[src/rtl/reu_xfer.sv]
`default_nettype none
// ============================================================================
//  Module      : reu_xfer
//  Description : REU DMA byte-transfer engine (stash, fetch, swap, verify),
//                clocked on the falling edge of PHI2.
//  Revision    : 1.0 - initial release
// ============================================================================
module reu_xfer (
    input  logic       PHI2,
    input  logic       Reset,
    input  logic       Execute,
    input  logic [1:0] XferType,
    input  logic       Length1,
    input  logic       BA,
    input  logic [7:0] CD,
    input  logic [7:0] RD,
    output logic       DMA,
    output logic       CRnW,
    output logic [7:0] CDOut,
    output logic       RWE,
    output logic       ROE,
    output logic [7:0] RDOut,
    output logic       IncCA,
    output logic       IncREUA,
    output logic       DecLen,
    output logic       XferEnd,
    output logic       SetEndOfBlock,
    output logic       SetVerifyErr,
    output logic       Busy
);

    typedef enum logic [2:0] {
        S_IDLE  = 3'd0,
        S_START = 3'd1,
        S_XFER  = 3'd2,
        S_SWAPW = 3'd3,
        S_DONE  = 3'd4
    } state_t;

    localparam logic [1:0] C_STASH  = 2'b00;
    localparam logic [1:0] C_FETCH  = 2'b01;
    localparam logic [1:0] C_SWAP   = 2'b10;
    localparam logic [1:0] C_VERIFY = 2'b11;

    state_t     r_state;
    state_t     w_nextState;
    logic [1:0] r_type;
    logic [7:0] r_cbuf;
    logic [7:0] r_rbuf;
    logic       w_byteDone;
    logic       w_mismatch;
    logic       w_latchSwap;

    always_ff @(negedge PHI2) begin
        if (Reset) begin
            r_state <= S_IDLE;
            r_type  <= C_STASH;
            r_cbuf  <= 8'h00;
            r_rbuf  <= 8'h00;
        end else begin
            r_state <= w_nextState;
            if (r_state == S_IDLE && Execute)
                r_type <= XferType;
            if (w_latchSwap) begin
                r_cbuf <= CD;
                r_rbuf <= RD;
            end
        end
    end

    always_comb begin
        w_nextState   = r_state;
        w_byteDone    = 1'b0;
        w_mismatch    = 1'b0;
        w_latchSwap   = 1'b0;
        DMA           = 1'b0;
        CRnW          = 1'b1;
        CDOut         = 8'h00;
        RWE           = 1'b0;
        ROE           = 1'b0;
        RDOut         = 8'h00;
        IncCA         = 1'b0;
        IncREUA       = 1'b0;
        DecLen        = 1'b0;
        XferEnd       = 1'b0;
        SetEndOfBlock = 1'b0;
        SetVerifyErr  = 1'b0;
        Busy          = 1'b0;

        // Everything is gated by Reset so no strobe escapes in the reset cycle.
        if (!Reset) begin
            Busy = (r_state != S_IDLE);
            case (r_state)
                S_IDLE: begin
                    if (Execute)
                        w_nextState = S_START;
                end
                S_START: begin
                    DMA = 1'b1;
                    if (BA)
                        w_nextState = S_XFER;
                end
                S_XFER: begin
                    DMA = 1'b1;
                    if (BA) begin
                        case (r_type)
                            C_STASH: begin
                                RWE        = 1'b1;
                                RDOut      = CD;
                                w_byteDone = 1'b1;
                            end
                            C_FETCH: begin
                                ROE        = 1'b1;
                                CRnW       = 1'b0;
                                CDOut      = RD;
                                w_byteDone = 1'b1;
                            end
                            C_SWAP: begin
                                ROE         = 1'b1;
                                w_latchSwap = 1'b1;
                                w_nextState = S_SWAPW;
                            end
                            default: begin
                                ROE        = 1'b1;
                                w_mismatch = (CD != RD);
                                w_byteDone = 1'b1;
                            end
                        endcase
                    end
                end
                S_SWAPW: begin
                    DMA = 1'b1;
                    if (BA) begin
                        CRnW       = 1'b0;
                        CDOut      = r_rbuf;
                        RWE        = 1'b1;
                        RDOut      = r_cbuf;
                        w_byteDone = 1'b1;
                    end
                end
                S_DONE: begin
                    w_nextState = S_IDLE;
                end
                default: begin
                    w_nextState = S_IDLE;
                end
            endcase

            if (w_byteDone) begin
                IncCA       = 1'b1;
                IncREUA     = 1'b1;
                DecLen      = 1'b1;
                w_nextState = S_XFER;
                if (Length1 || w_mismatch) begin
                    XferEnd       = 1'b1;
                    SetEndOfBlock = Length1;
                    SetVerifyErr  = w_mismatch;
                    w_nextState   = S_DONE;
                end
            end
        end
    end

endmodule
`default_nettype wire

[config.mk]
export PLATFORM = sky130hd
export DESIGN_NAME = reu_xfer
export DESIGN_NICKNAME = d
export VERILOG_FILES = /design/src/rtl/reu_xfer.sv
export SDC_FILE = /design/constraint.sdc
export NUM_CORES = 1
export LEC_CHECK = 0
export BUFFER_PORTS_ARGS = -buffer_cell sky130_fd_sc_hd__buf_4
export CORE_MARGIN = 2
export CORE_UTILIZATION = 54
export CTS_BUF_LIST = sky130_fd_sc_hd__clkbuf_2
export DETAILED_ROUTE_END_ITERATION = 16
export PLACE_DENSITY = 0.93
export SYNTH_ARGS = -nofsm -noshare
export SYNTH_HDL_FRONTEND = slang
export SYNTH_SLANG_ARGS = --single-unit
[constraint.sdc]
create_clock -name PHI2 -period 3.6 [get_ports PHI2]
set_input_delay 0.72 -clock PHI2 [delete_from_list [all_inputs] [get_ports PHI2]]
set_output_delay 0.72 -clock PHI2 [all_outputs]
set_load 0.02 [all_outputs]
==> reports/qor.yml, run 1 <==
clock_tree:
  root_buffer: "clkbuf_2"
  h-tree-depth: 1
  ctsResizeCount: 32
  cts_buffers: 3
  cts_setup_buffers: 0
  cts_hold_buffers: 0
  clockBufferDepth: 2
  clock-sinks: 21
logic_synthesis:
  synth_edf_count: 0
  netlist-cell-type-count: 32
  ys_seq_area_share_pct: 32.40
  synth_area_leaders: "dfxtp_1, mux2i_1, nor2_1"
  yosys-top-cells-count: "nor2_1, dfxtp_1, a22oi_1, mux2i_1, xnor2_1"
  syn_inst: 157
  synth_most_common_cell: "nor2_1"
  yosys.area.top_type: "dfxtp_1"
  synth-async-reset-ratio_pct: 0
  postSynthRegisterBits: 21
  ys.flop_type: "dfxtp_1"
  syn_area_um2: 1297
  post_synth.cell_area_avg_um2: 8.264
  synthDominantCellAreaShare_pct: 32.40
  syn_nets: 180
  ys_warn_count: 0
placed_design:
  post-dp-hpwl_um: 3265
  gp_congestion: 0.9119
  io_buffers: 49
status:
  error_line: "[ERROR DPL-0038] Utilization greater than 100%, impossible to legalize"
  status: "aborted with a tool error"
  haltStage: "clock tree synthesis (4_1_cts)"
floorplanning:
  io_pins: 50
  die_w_um: 53.02
  row_count: 17
  start_util_pct: 58.10
  die_y_um: 53.02
==> metrics by stage <==
step	std cells	hold slack, ns	area [µm²]	worst slack, ns	setup TNS (ns)
floorplan	157	0.4361	1520	-0.2042	-3.114
global placement	243	0.4756	2001	-0.1942	-4.172
detailed placement	243	0.5095	2001	-0.2580	-5.769
==> logic make-up after synthesis <==
family          share of synthesized area [%]
buf+inv                                 8.775
flops                                   32.40
xor+xnor                                5.400
mux                                     12.34
compound gates                          16.10
simple gates                            24.98
==> run 2, diff against run 1 <==
CORE_AREA = 2 2 63 65   (was not set)
CORE_MARGIN = not set   (was 2)
CORE_UTILIZATION = not set   (was 54)
CTS_BUF_LIST = not set   (was sky130_fd_sc_hd__clkbuf_2)
DIE_AREA = 0 0 65 67   (was not set)
PLACE_DENSITY = not set   (was 0.93)
PLACE_DENSITY_LB_ADDON = 0.15   (was not set)
==> reports/qor.yml, run 2 <==
global_route:
  grt_pass1_vias: 1539
  gr-total-overflow: 0
  antenna_found_initial: 0
  grt_usage_pct: 20.70
  grt_pass1_wl_um: 7051
  grt_max_degree: 23
critical_path:
  rr_worst_depth: 7
  critPathLaunchType: "flop"
  end_kind: "output port"
  crit_chain: "and3b_4, and3b_2, buf_6, a22oi_2, nor2_2, buf_6"
  timing.rr.end: "r_rbuf[5]$_SDFFE_NP0P_"
  crit_type: "reg -> out"
  crit_required_ns: 2.88
  arrival_ns: 3.42
  cp_top_family: "simple AND/OR/NAND/NOR gates"
  r2r_slack_ns: 2.11
  path_max_fanout: 5
  worst_path_largest_cell_delay_ns: 0.32
  r2r-start: "r_state[0]$_SDFFE_NP0P_"
  cpMaxStageDelayCell: "and3b_4"
  worst-path-buf-inv: 2
  cp_common_cell: "buf_6"
worst_hold_path:
  hp-start: "r_cbuf[3]$_SDFFE_NP0P_"
  hold_path_end: "r_cbuf[3]$_SDFFE_NP0P_"
  hp-class: "reg -> reg"
  worstHoldPathCells: 2
finish:
  layout-drive-gt1-share_pct: 54.73
  syn2layout_area_growth_pct: 86.79
  final_core_util_pct: 67.21
  antenna_cells: 0
  fin_cells: 291
  top_regs: "r_cbuf x8, r_rbuf x8, r_state x3"
  mostFrequentLayoutCells: "buf_4, buf_6, inv_1"
  nNetsFinal: 267
  layout_commonest_cell: "buf_4"
  fill_cells: 290
sta:
  setup_ws_ns: -0.5384
  maxSlewHeadroom_pct: 73.20
  setup_viol: 27
  finalClockSkew_ns: 0.01133
  hold_ws_ns: 0.5052
  rsz0062_at_grt: "yes"
  worst_pin_slew_ns: 0.3919
  drv_slew: 0
  hold_viol: 0
power_and_ir_drop:
  ir_worst_vdd_mv: 0.2572
  internal_power_mw: 0.4862
  p_leak_nw: 1.098
  switching_share_pct: 30.44
  power.density_nw_per_um2: 288.4
  p_sw_mw: 0.2128
  power_frac_seq_pct: 35.0
  combPwrFrac_pct: 19.3
  power_mw: 0.6990
  pwr-share-clk_pct: 45.7
routing:
  drt_first_pass_iters: 4
  drtIter0Drc: 38
  routed-via-count: 1469
  wl_um: 4045
  routedWlPerCell_um: 13.90
  via_per_inst: 5.048
  ant_nets: 0
  route.detailed.drc: 0
placed_design:
  gp_congestion: 0.7425  # was 0.9119
  place_inst: 261  # was 243
  dp_slack_ns: -0.2350  # was -0.2580 ns
  io_buffers: 49  # unchanged
  post-dp-hpwl_um: 2811  # was 3265 µm
logic_synthesis:
  yosys-top-cells-count: "nor2_1, dfxtp_1, a22oi_1, mux2i_1, xnor2_1"  # unchanged
  netlist-cell-type-count: 32  # unchanged
  ys_seq_area_share_pct: 32.40  # unchanged
  ys.flop_type: "dfxtp_1"  # unchanged
  syn_inst: 157  # unchanged
  synth_area_leaders: "dfxtp_1, mux2i_1, nor2_1"  # unchanged
  yosys.area.top_type: "dfxtp_1"  # unchanged
  syn_nets: 180  # unchanged
  synthDominantCellAreaShare_pct: 32.40  # unchanged
  synth_most_common_cell: "nor2_1"  # unchanged
  postSynthRegisterBits: 21  # unchanged
  syn_area_um2: 1297  # unchanged
  post_synth.cell_area_avg_um2: 8.264  # unchanged
  ys_warn_count: 0  # unchanged
  synth-async-reset-ratio_pct: 0  # unchanged
  synth_edf_count: 0  # unchanged
status:
  violations: "negative setup slack"
  status: "finished, violations left"  # was aborted with a tool error
floorplanning:
  die_y_um: 67  # was 53.02 µm
  die_w_um: 65  # was 53.02 µm
  io_pins: 50  # unchanged
  die-area_um2: 4355
  start_util_pct: 35.98  # was 58.10%
  coreArea_um2: 3606
  row_count: 22  # was 17
clock_tree:
  clk_latency_ns: 0.34
  cts_tree: "built"
  root_buffer: "clkbuf_8"  # was clkbuf_2
  cts_hold_buffers: 0  # unchanged
  clockBufferDepth: 2  # unchanged
  h-tree-depth: 1  # unchanged
  cts_buffers: 3  # unchanged
  clock-sinks: 21  # unchanged
  clk_pin_slew_worst_paths_ns: 0.04
job:
  drv_cap: 0
==> run 2: through the flow <==
stage | cell area (µm²) | TNS, ns
after floorplan | 1520 | -3.114
after global placement | 2023 | -4.861
after detailed placement | 2023 | -5.378
after CTS | 2416 | -12.04
after global routing | 2424 | -13.31
final | 2424 | -11.37
==> run 2: worst min-delay path: cells and delay by family (launching register included) <==
family / cells / cell delay [ns]
mux: 1 / 0.07
flops: 1 / 0.32
simple gates: 1 / 0.08
==> run 2: worst max path at each step <==
stage	slack, ns	start	end	depth (start not counted)
floorplan	-0.20	r_state[2]$_SDFFE_NP0P_	XferEnd	4
global placement	-0.20	r_state[2]$_SDFFE_NP0P_	CDOut[7]	5
global route	-0.63	r_state[2]$_SDFFE_NP0P_	RDOut[1]	6
detailed placement	-0.23	r_state[2]$_SDFFE_NP0P_	RDOut[5]	5
CTS	-0.55	r_state[2]$_SDFFE_NP0P_	RDOut[7]	6
finish	-0.54	r_state[2]$_SDFFE_NP0P_	RDOut[1]	6
==> run 2: area by class of cell <==
class | count | area (µm²) | share of cell area, %
clock buffer | 3 | 41.29 | 1.704
clock inverter | 22 | 108.9 | 4.491
inverter | 2 | 7.507 | 0.3098
multi-input combinational | 120 | 1046 | 43.16
sequential | 21 | 431.7 | 17.81
tap | 48 | 60.06 | 2.478
timing repair buffer | 75 | 728.2 | 30.05
==> run 2: kinds of logic (layout without fill, tap and decap cells) <==
group / Yosys count / after routing / synth area share (%)
flops: 21 / 21 / 32.40
mux: 16 / 16 / 12.34
compound gates: 29 / 29 / 16.10
xor+xnor: 8 / 8 / 5.400
buf+inv: 17 / 102 / 8.775
simple gates: 66 / 67 / 24.98
==> run 2: timing repair <==
action	in CTS	in global routing
pin swaps	26	17
gates cloned	1	0
setup endpoints to repair	27	27
buffers inserted	7	3
resized for setup	51	11
==> run 2: power by group through the flow <==
| stage | Combinational, mW | Clock [mW] | Sequential [mW] |
|---|---|---|---|
| final | 0.135 | 0.320 | 0.244 |
| after global routing | 0.146 | 0.357 | 0.244 |
| after CTS | 0.134 | 0.332 | 0.244 |
| after global placement | 0.112 | 0.0374 | 0.246 |
| after floorplan | 0.0590 | 0.0374 | 0.244 |
| after detailed placement | 0.115 | 0.0374 | 0.246 |
==> run 2: layer usage <==
metal  GRT usage [%]  vias to the layer above  routed length [µm]
li1                -                      716                   -
met1           24.49                      696                1687
met2           36.21                       57                2072
met3           6.419                        0                 284
met4           5.319                        0                   0
met5               0                        -                   0
Note: power is estimated with default switching activity, not from simulation.
==> run 3, diff against run 2 <==
CELL_PAD_IN_SITES_DETAIL_PLACEMENT = 0   (was not set)
CELL_PAD_IN_SITES_GLOBAL_PLACEMENT = 1   (was not set)
==> reports/qor.yml, run 3 (same netlist as run 2, synthesis figures left out) <==
critical_path:
  arrival_ns: 3.41  # was 3.42 ns
  crit_type: "reg -> out"  # unchanged
  critPathLaunchType: "flop"  # unchanged
  path_max_fanout: 8  # was 5
  end_kind: "output port"  # unchanged
  crit_required_ns: 2.88  # about the same
floorplanning:
  die-area_um2: 4355  # unchanged
  die_w_um: 65  # unchanged
  die_y_um: 67  # unchanged
  io_pins: 50  # unchanged
  start_util_pct: 35.98  # unchanged
  coreArea_um2: 3606  # unchanged
  row_count: 22  # unchanged
clock_tree:
  clock-sinks: 21  # unchanged
  clk_pin_slew_worst_paths_ns: 0.04  # about the same
  clockBufferDepth: 2  # unchanged
  cts_hold_buffers: 0  # unchanged
  cts_buffers: 3  # unchanged
  cts_tree: "built"  # unchanged
  clk_latency_ns: 0.34  # about the same
  h-tree-depth: 1  # unchanged
  root_buffer: "clkbuf_8"  # unchanged
global_route:
  grt_pass1_vias: 1507  # was 1539
  gr-total-overflow: 0  # unchanged
  grt_usage_pct: 20.00  # was 20.70%
  grt_max_degree: 23  # unchanged
  antenna_found_initial: 0  # unchanged
  grt_pass1_wl_um: 6768  # was 7051 µm
sta:
  hold_ws_ns: 0.5023  # was 0.5052 ns
  hold_viol: 0  # unchanged
  worst_pin_slew_ns: 0.4456  # was 0.3919 ns
  maxSlewHeadroom_pct: 69.52  # was 73.20%
  drv_slew: 0  # unchanged
  setup_ws_ns: -0.5291  # was -0.5384 ns
  finalClockSkew_ns: 0.02318  # was 0.01133 ns
  setup_viol: 27  # unchanged
  rsz0062_at_grt: "yes"  # unchanged
routing:
  highest_layer: "met4"  # was met3
  routed-via-count: 1452  # was 1469
  wl_met1_um: 1641  # was 1687 µm
  wl_met3_um: 229  # was 284 µm
  route.detailed.drc: 0  # unchanged
  ant_nets: 0  # unchanged
  drt_first_pass_iters: 4  # unchanged
  via_per_inst: 5.007  # was 5.048
  wl_um: 4022  # was 4045 µm
  routedWlPerCell_um: 13.87  # was 13.90 µm
  wl_met2_um: 2123  # was 2072 µm
  drtIter0Drc: 49  # was 38
finish:
  fill_cells: 327  # was 290
  layout-drive-gt1-share_pct: 53.72  # was 54.73%
  fin_cells: 290  # was 291
  syn2layout_area_growth_pct: 82.93  # was 86.79%
  top_regs: "r_cbuf x8, r_rbuf x8, r_state x3"  # unchanged
  mostFrequentLayoutCells: "buf_4, buf_6, inv_1"  # unchanged
  antenna_cells: 0  # unchanged
  seq_area_um2: 431.7  # unchanged
  layout_commonest_cell: "buf_4"  # unchanged
  multi_input_area_um2: 1045  # was 1046 µm²
  nNetsFinal: 266  # was 267
  final_core_util_pct: 65.82  # was 67.21%
placed_design:
  gp_congestion: 0.8649  # was 0.7425
  io_buffers: 49  # unchanged
  place_inst: 262  # was 261
  dp_slack_ns: -0.2359  # was -0.2350 ns
  post-dp-hpwl_um: 2729  # was 2811 µm
power_and_ir_drop:
  ir_worst_vdd_mv: 0.1493  # was 0.2572 mV
  power.density_nw_per_um2: 262.3  # was 288.4 nW/µm²
  p_leak_nw: 1.084  # was 1.098 nW
  power_mw: 0.6225  # was 0.6990 mW
worst_hold_path:
  hp-class: "reg -> reg"  # unchanged
status:
  status: "finished, violations left"  # unchanged
  violations: "negative setup slack"  # unchanged
job:
  drv_cap: 0  # unchanged
## run 3: report_power, final
group / switching, mW / internal [mW] / leakage [nW]
clock network: 0.135 / 0.107 / 0.139
logic: 0.0675 / 0.0679 / 0.773
registers: 0.00725 / 0.239 / 0.172
total: 0.209 / 0.413 / 1.08
## run 3: stage by stage
step / TNS, ns / instance area (µm²)
after floorplan: -3.114 / 1520
after global placement: -4.819 / 2031
after detailed placement: -5.546 / 2031
after CTS: -11.42 / 2300
after global routing: -13.17 / 2374
final: -11.20 / 2374
## run 3: area by class of cell
cell class                      instances  share of cell area [%]
Clock inverter                         22                   3.479
Clock buffer                            3                   1.740
Inverter                                2                  0.3163
Multi-Input combinational cell        120                   44.02
Tap cell                               48                   2.530
Timing Repair Buffer                   74                   29.73
Sequential cell                        21                   18.19
## run 3: critical path, cell delays in order, from the launching register on
cell and delay (ns):
dfxtp_2 0.34, and3b_4 0.22, and3b_2 0.21, buf_12 0.14, a22oi_1 0.17, nor2_2 0.04
buf_4 0.15
## run 3: routing by layer
layer / GRT usage, % / vias to the layer above
li1: - / 717
met4: 8.777 / 0
met1: 22.18 / 689
met2: 36.08 / 44
met5: 0 / -
met3: 4.899 / 2
## run 3: timing repair
item                                    in CTS  in global routing
resized for setup                           35                 19
gates cloned                                 1                  0
pin swaps                                   20                 20
endpoints found under the setup margin      27                 27
buffers inserted                             2                  3
## run 3: path summary, 6_finish.rpt
path	startpoint	to	slack (ns)	depth (start not counted)
hold reg to reg	r_cbuf[1]$_SDFFE_NP0P_	r_cbuf[1]$_SDFFE_NP0P_	0.50	2
setup reg to reg	r_state[2]$_SDFFE_NP0P_	r_state[2]$_SDFFE_NP0P_	2.14	6
hold / removal	r_cbuf[1]$_SDFFE_NP0P_	r_cbuf[1]$_SDFFE_NP0P_	0.50	2
setup / recovery	r_state[2]$_SDFFE_NP0P_	RDOut[2]	-0.53	6
==> run 4, diff against run 3 <==
CAP_MARGIN = 30   (was not set)
SETUP_SLACK_MARGIN = 0.15   (was not set)
==> reports/qor.yml, run 4 (same netlist as run 2, synthesis figures left out) <==
floorplanning:
  io_pins: 50  # unchanged
  row_count: 22  # unchanged
  die_w_um: 65  # unchanged
  start_util_pct: 35.98  # unchanged
  die-area_um2: 4355  # unchanged
  coreArea_um2: 3606  # unchanged
  die_y_um: 67  # unchanged
finish:
  seq_area_um2: 429.2  # was 431.7 µm²
  layout-drive-gt1-share_pct: 55.28  # was 53.72%
  syn2layout_area_growth_pct: 87.17  # was 82.93%
  mostFrequentLayoutCells: "buf_4, buf_6, nor2_1, inv_1, dfxtp_1"  # was buf_4, buf_6, inv_1
  fill_cells: 304  # was 327
  nNetsFinal: 270  # was 266
  antenna_cells: 0  # unchanged
  layout_commonest_cell: "buf_4"  # unchanged
  multi_input_area_um2: 1051  # was 1045 µm²
  fin_area_um2: 2429  # was 2374 µm²
  top_regs: "r_cbuf x8, r_rbuf x8, r_state x3"  # unchanged
global_route:
  globalRouteMet2Util_pct: 39.05  # was 36.08%
  top_usage_layer: "met2"  # unchanged
  grt_pass1_vias: 1544  # was 1507
  met1_usage_pct: 22.01  # was 22.18%
  grt_max_degree: 23  # unchanged
  grt_pass1_wl_um: 6886  # was 6768 µm
  antenna_found_initial: 0  # unchanged
  grt_usage_pct: 20.66  # was 20.00%
  gr-total-overflow: 0  # unchanged
  grt_use_met3_pct: 4.561  # was 4.899%
clock_tree:
  clk_latency_ns: 0.34  # about the same
  h-tree-depth: 1  # unchanged
  clock-sinks: 21  # unchanged
  clockBufferDepth: 2  # unchanged
  clk_pin_slew_worst_paths_ns: 0.04  # about the same
  cts_tree: "built"  # unchanged
  root_buffer: "clkbuf_8"  # unchanged
  cts_buffers: 3  # unchanged
sta:
  drv_slew: 0  # unchanged
  maxSlewHeadroom_pct: 73.66  # was 69.52%
  rsz0062_at_grt: "yes"  # unchanged
  setup_ws_ns: -0.5457  # was -0.5291 ns
  setup_viol: 27  # unchanged
  finalClockSkew_ns: 0.01533  # was 0.02318 ns
  hold_viol: 0  # unchanged
  worst_pin_slew_ns: 0.3851  # was 0.4456 ns
power_and_ir_drop:
  ir_worst_vdd_mv: 0.1424  # was 0.1493 mV
  power.density_nw_per_um2: 259.0  # was 262.3 nW/µm²
  power_mw: 0.6290  # was 0.6225 mW
  p_leak_nw: 1.108  # was 1.084 nW
critical_path:
  endpoint: "RDOut[3]"  # was RDOut[2]
  crit_required_ns: 2.88  # about the same
  end_kind: "output port"  # unchanged
  r2r_slack_ns: 2.07  # was 2.14 ns
  critPathLaunchType: "flop"  # unchanged
  arrival_ns: 3.43  # was 3.41 ns
  path_max_fanout: 8  # unchanged
  crit_type: "reg -> out"  # unchanged
  timing.rr.end: "r_rbuf[7]$_SDFFE_NP0P_"  # was r_state[2]$_SDFFE_NP0P_
  rr_worst_depth: 7  # was 6
  r2r-start: "r_state[2]$_SDFFE_NP0P_"  # unchanged
  worstSetupStartpoint: "r_state[2]$_SDFFE_NP0P_"  # unchanged
routing:
  drtIter0Drc: 44  # was 49
  route.detailed.drc: 0  # unchanged
  routedWlPerCell_um: 14.51  # was 13.87 µm
  ant_nets: 0  # unchanged
  routed-via-count: 1498  # was 1452
  via_per_inst: 5.095  # was 5.007
  drt_first_pass_iters: 4  # unchanged
  wl_um: 4267  # was 4022 µm
job:
  drv_cap: 0  # unchanged
status:
  status: "finished, violations left"  # unchanged
  violations: "negative setup slack"  # unchanged
worst_hold_path:
  hp-class: "reg -> reg"  # unchanged
placed_design:
  io_buffers: 49  # unchanged
  place_area_um2: 2031  # unchanged
  post-dp-hpwl_um: 2720  # was 2729 µm
  gp_congestion: 0.8655  # was 0.8649
[run 4: power by group]
group / leakage (nW) / switching (mW) / total, mW / internal [mW]
clock: 0.139 / 0.142 / 0.249 / 0.107
sequential: 0.172 / 0.00718 / 0.246 / 0.239
combinational: 0.797 / 0.0669 / 0.134 / 0.0668
total: 1.11 / 0.216 / 0.629 / 0.413
[run 4: worst min-delay path by stage]
stage	slack, ns	cells after the start	startpoint	to
after global routing	0.53	2	r_cbuf[1]$_SDFFE_NP0P_	r_cbuf[1]$_SDFFE_NP0P_
after global placement	0.48	2	r_cbuf[3]$_SDFFE_NP0P_	r_cbuf[3]$_SDFFE_NP0P_
final	0.50	2	r_cbuf[1]$_SDFFE_NP0P_	r_cbuf[1]$_SDFFE_NP0P_
after floorplan	0.44	1	r_state[2]$_SDFFE_NP0P_	r_state[0]$_SDFFE_NP0P_
after detailed placement	0.50	2	r_cbuf[1]$_SDFFE_NP0P_	r_cbuf[1]$_SDFFE_NP0P_
after CTS	0.50	2	r_cbuf[3]$_SDFFE_NP0P_	r_cbuf[3]$_SDFFE_NP0P_
[run 4: final cells by class]
type                    count  area share [%]
flip-flops and latches     21           17.67
multi-input cells         120           43.28
well taps                  48           2.473
clock buffers               3           1.700
clock inverters            22           3.400
inverters                   2          0.3091
repair buffers             78           31.17
[run 4: what timing repair did]
item / 4_1_cts / 5_1_grt
gates resized for setup: 39 / 15
endpoints found under the setup margin: 27 / 43
cloned: 1 / 1
hold buffers: 0 / 0
pin swaps: 23 / 21
hold endpoints to repair: 0 / 0
setup buffers: 4 / 2
[run 4: through the flow]
| stage | worst slack [ns] | std cells | utilization, % | TNS, ns | hold slack (ns) |
|---|---|---|---|---|---|
| 6_report | -0.5457 | 294 | 67.35 | -12.26 | 0.4991 |
| 5_1_grt | -0.6117 | 294 | 67.35 | -13.85 | 0.5290 |
| 4_1_cts | -0.5498 | 291 | 64.64 | -12.07 | 0.5048 |
| 3_5_place_dp | -0.2374 | 262 | 56.32 | -5.734 | 0.4985 |
| 3_3_place_gp | -0.2019 | 262 | 56.32 | -4.818 | 0.4771 |
| 2_1_floorplan | -0.2042 | 157 | - | -3.114 | 0.4361 |
[run 4: critical path: stages (launching register included)]
cell and delay, ns:
dfxtp_2 0.32, and3b_4 0.32, and3b_2 0.21, buf_12 0.13, a22oi_2 0.05, nor2_2 0.12
buf_6 0.12
[run 4: per-layer routing]
| metal | wire length, µm | vias up | share of wire [%] |
|---|---|---|---|
| li1 | - | 727 | - |
| met1 | 1758 | 714 | 41 |
| met2 | 2214 | 51 | 52 |
| met3 | 212 | 6 | 5.0 |
| met4 | 82 | 0 | 1.9 |
| met5 | 0 | - | 0 |
